$ cat src/rtl/div_sched.sv
// div_sched: round-robin scheduler sharing one multi-cycle divider between two requesters
module div_sched #(
  parameter int DATA_WIDTH = 64,
  parameter int DIV_LAT = 4
) (
  input  logic                  sys_clk,
  input  logic                  sys_rst_n,
  input  logic                  req0,
  input  logic [DATA_WIDTH-1:0] numer0,
  input  logic [DATA_WIDTH-1:0] denom0,
  output logic                  ack0,
  output logic                  done0,
  input  logic                  req1,
  input  logic [DATA_WIDTH-1:0] numer1,
  input  logic [DATA_WIDTH-1:0] denom1,
  output logic                  ack1,
  output logic                  done1,
  output logic [DATA_WIDTH-1:0] quotient,
  output logic [DATA_WIDTH-1:0] remain,
  output logic                  div_err,
  output logic                  busy,
  output logic [DATA_WIDTH-1:0] div_numer,
  output logic [DATA_WIDTH-1:0] div_denom,
  input  logic [DATA_WIDTH-1:0] div_quotient,
  input  logic [DATA_WIDTH-1:0] div_remain
);
  typedef enum logic [1:0] {IDLE, WAIT, DONE} state_t;
  state_t state;
  logic [7:0] cnt;
  logic gid, last, grant;
  logic [DATA_WIDTH-1:0] sel_numer, sel_denom;
  // contention goes to whoever was not served last
  assign grant = req0 && req1 ? !last : req1;
  assign sel_numer = grant ? numer1 : numer0;
  assign sel_denom = grant ? denom1 : denom0;
  always_ff @(posedge sys_clk or negedge sys_rst_n)
    if (!sys_rst_n) begin
      state <= IDLE;
      cnt <= '0;
      gid <= 1'b0;
      last <= 1'b1;
      ack0 <= 1'b0;
      ack1 <= 1'b0;
      done0 <= 1'b0;
      done1 <= 1'b0;
      quotient <= '0;
      remain <= '0;
      div_err <= 1'b0;
      busy <= 1'b0;
      div_numer <= '0;
      div_denom <= '0;
    end else begin
      ack0 <= 1'b0;
      ack1 <= 1'b0;
      done0 <= 1'b0;
      done1 <= 1'b0;
      case (state)
        IDLE:
          if (req0 || req1) begin
            gid <= grant;
            last <= grant;
            ack0 <= !grant;
            ack1 <= grant;
            busy <= 1'b1;
            // zero divisor never reaches the shared divider; answer locally
            if (sel_denom == '0) begin
              quotient <= '1;
              remain <= sel_numer;
              div_err <= 1'b1;
              done0 <= !grant;
              done1 <= grant;
              state <= DONE;
            end else begin
              div_numer <= sel_numer;
              div_denom <= sel_denom;
              cnt <= 8'(DIV_LAT - 1);
              state <= WAIT;
            end
          end
        WAIT:
          if (cnt != '0) cnt <= cnt - 8'd1;
          else begin
            quotient <= div_quotient;
            remain <= div_remain;
            div_err <= 1'b0;
            done0 <= !gid;
            done1 <= gid;
            state <= DONE;
          end
        default: begin
          busy <= 1'b0;
          state <= IDLE;
        end
      endcase
    end
endmodule

$ cat config.mk
export PLATFORM = sky130hd
export DESIGN_NAME = div_sched
export DESIGN_NICKNAME = d
export VERILOG_FILES = /design/src/rtl/div_sched.sv
export SDC_FILE = /design/constraint.sdc
export NUM_CORES = 1
export LEC_CHECK = 0
export BUFFER_PORTS_ARGS = -buffer_cell sky130_fd_sc_hd__buf_4
export CORE_AREA = 2 2 250 252
export DETAILED_ROUTE_END_ITERATION = 6
export DIE_AREA = 0 0 252 254
export HOLD_SLACK_MARGIN = 0.08
export PLACE_DENSITY = 0.53
export SLEW_MARGIN = 5
export SYNTH_ARGS = -nofsm -noshare
export SYNTH_HDL_FRONTEND = slang
export SYNTH_SLANG_ARGS = --single-unit
$ cat constraint.sdc
create_clock -name sys_clk -period 4.4 [get_ports sys_clk]
set_input_delay 0.88 -clock sys_clk [delete_from_list [all_inputs] [get_ports sys_clk]]
set_output_delay 0.88 -clock sys_clk [all_outputs]
set_load 0.1 [all_outputs]
==> out/qor.yml <==
timing:
  clock_skew_ps: 10.2
  rsz0062_at_grt: "false"
  slew_viol_final: 0
  period_share_pct: 73.9
  slew_headroom_pct: 42.4
  tightest_slew_ps: 864
  period_minus_slack_ps: 3250
  hold_viol_final: 0
  final.setup.tns_ps: 0
  setup_viol_count_final: 0
  fmax_mhz: 308
route:
  via_per_inst: 4.32
  wl_um: 46300
  met1_length_um: 17100
  wl_met3_um: 4180
  routed-wl-met2_um: 23400
  drtIter0Drc: 571
  drt_first_pass_iters: 5
  vias: 11300
  postRouteAntennaNets: 0
  drc: 0
  wl_per_cell_um: 17.7
  top_layer: "met4"
yosys:
  synth_area_leaders: "dfrtp_1 (54%), mux2i_1 (10%), nand2_1 (8.0%)"
  synth_top_cell_by_area: "dfrtp_1"
  yosysSeqAreaShare_pct: 54.0
  synth_area_per_cell_um2: 10.9
  ys_warn_count: 0
  synth-seq-cells: 274
  synth-main-ff-cell: "dfrtp_1"
  synth_cell_types: 40
  async_reset_ff_share_pct: 100
  syn-instance-count: 1166
  synth_edf_count: 0
  synth_area_um2: 12700
  synth_nets: 1556
  synth_top_area_share_pct: 53.8
cells_and_area:
  final_common_cell: "buf_4"
  final_area_um2: 19700
  layoutNonFillerInstCount: 2614
  drive_gt1_share_pct: 44.8
  final_cell_mix: "buf_4 (663), dfrtp_1 (273), nand2_1 (268)"
  fill_cells: 6286
  nNetsFinal: 2191
  area_growth_pct: 54.9
worst_setup_path:
  worstReg2RegEnd: "quotient[45]"
  worst_ep_required_time_ps: 4860
  max_stage_delay_ps: 660
  rrSetupSlack_ps: 1540
  cp.depth: 10
  crit_path_top_delay_cell: "or4_1"
  arrival_ps: 3710
  worstRegToRegCells: 8
  crit_path_cell_trace: "buf_4 -> nor4_1 -> buf_4 -> nand4_1 -> or4_1 -> a221oi_4 -> buf_12 -> buf_12 -> buf_12 -> o22a_1"
  cp.buffers_inverters: 5
  worstSetupStartpointType: "input pin"
  cp_max_fo: 49
  crit_top_cell: "buf_12"
  reg2reg_from: "cnt[4]"
  worstSetupPathType: "input pin to flop"
  crit_family: "simple AND/OR/NAND/NOR gates"
  endpoint_kind: "flop"
clocking:
  post_cts_resized: 0
  holdBufCountCts: 0
  clock-sinks: 274
  cts-htree-levels: 2
  clk_pin_slew_ps: 60
  cts_buffers: 34
  cts_buffer_depth: 3
  cts_root_buf: "clkbuf_16"
  post_cts_buffers: 0
  cts_tree: "done"
  clk_latency_ps: 520
floorplanning:
  start_util_pct: 20.7
  fp.coreArea_um2: 61300
  num_rows: 91
  dieArea_um2: 64000
  io_pins: 650
  die_w_um: 252
  die_y_um: 254
placed_design:
  dp_cells: 2555
  hpwl_um: 35500
  gp_congestion: 0.936
  portBuffers: 649
  placed_area_um2: 18600
status:
  outcome: "finished clean"
global_routing:
  overflow: 0
  grt_max_degree: 102
  grt_usage_pct: 13.9
  grt_pass1_vias: 12000
  grt_pass1_wl_um: 69500
  antenna_found_initial: 0
job:
  drv_cap: 0
worst_hold_path:
  hp-class: "input pin to async pin"
-- registers in the layout (all words and copies together) (netlist names), 2 cells and up --
signal and flops:
div_denom 64, div_numer 64, quotient 64, remain 64
cnt 8, state 2
-- through the flow --
step           utilization, %  hold WS [ps]  setup slack (ps)
3_3_place_gp             30.3           472               738
4_1_cts                  32.1           443              1210
5_1_grt                  32.1           486              1070
2_1_floorplan               -           454              1480
3_5_place_dp             30.3           476               634
6_report                 32.1           401              1150
-- worst max path at each step --
stage,slack (ps),startpoint,endpoint
floorplan,1480,denom1[1],remain[18]
global placement,740,denom0[17],remain[7]
global route,1070,denom0[17],quotient[44]
CTS,1210,denom0[17],quotient[44]
finish,1150,denom0[17],quotient[45]
detailed placement,630,denom0[17],quotient[18]
-- final cells by class --
type | count | area [µm²] | share of cell area, %
repair buffers | 674 | 5190 | 26.4
clock buffers | 48 | 995 | 5.06
diodes | 1 | 2.50 | 0.0127
clock inverters | 10 | 106 | 0.541
inverters | 69 | 259 | 1.32
well taps | 790 | 988 | 5.03
flip-flops and latches | 274 | 6860 | 34.9
multi-input cells | 748 | 5260 | 26.8
-- cells by family (layout without fill, tap and decap cells) --
family | Yosys count | after routing | synth area share, %
fa+ha+maj | 2 | 2 | 0.197
other cells | 0 | 1 | 0
buf+inv | 144 | 801 | 4.83
compound gates | 154 | 154 | 8.40
simple gates | 336 | 336 | 11.1
mux | 256 | 256 | 21.4
flops | 274 | 274 | 54.0
-- Yosys cell counts (all sizes together), types with 2 or more instances --
cell      n
mux2    128
buf      30
and2      2
nor3      5
nand2b    5
o31ai     2
o32ai     2
nand4     8
ha        2
mux2i   128
nor4     33
nand2   269
nor2      6
a21o      3
o21ai    70
o22a     64
a221oi    2
clkbuf   45
inv      69
dfrtp   273
or4       2
a21oi     2
a31oi     3
nand3     3
-- routing by layer --
layer,track usage [%],vias to the layer above
li1,-,5291
met1,15.1,5389
met2,25.1,512
met3,4.34,90
met4,5.53,0
met5,0,-
Power is left out: the tool's default activity adds up to more than one toggle a clock period on the data nets, which glitch-free logic cannot reach.
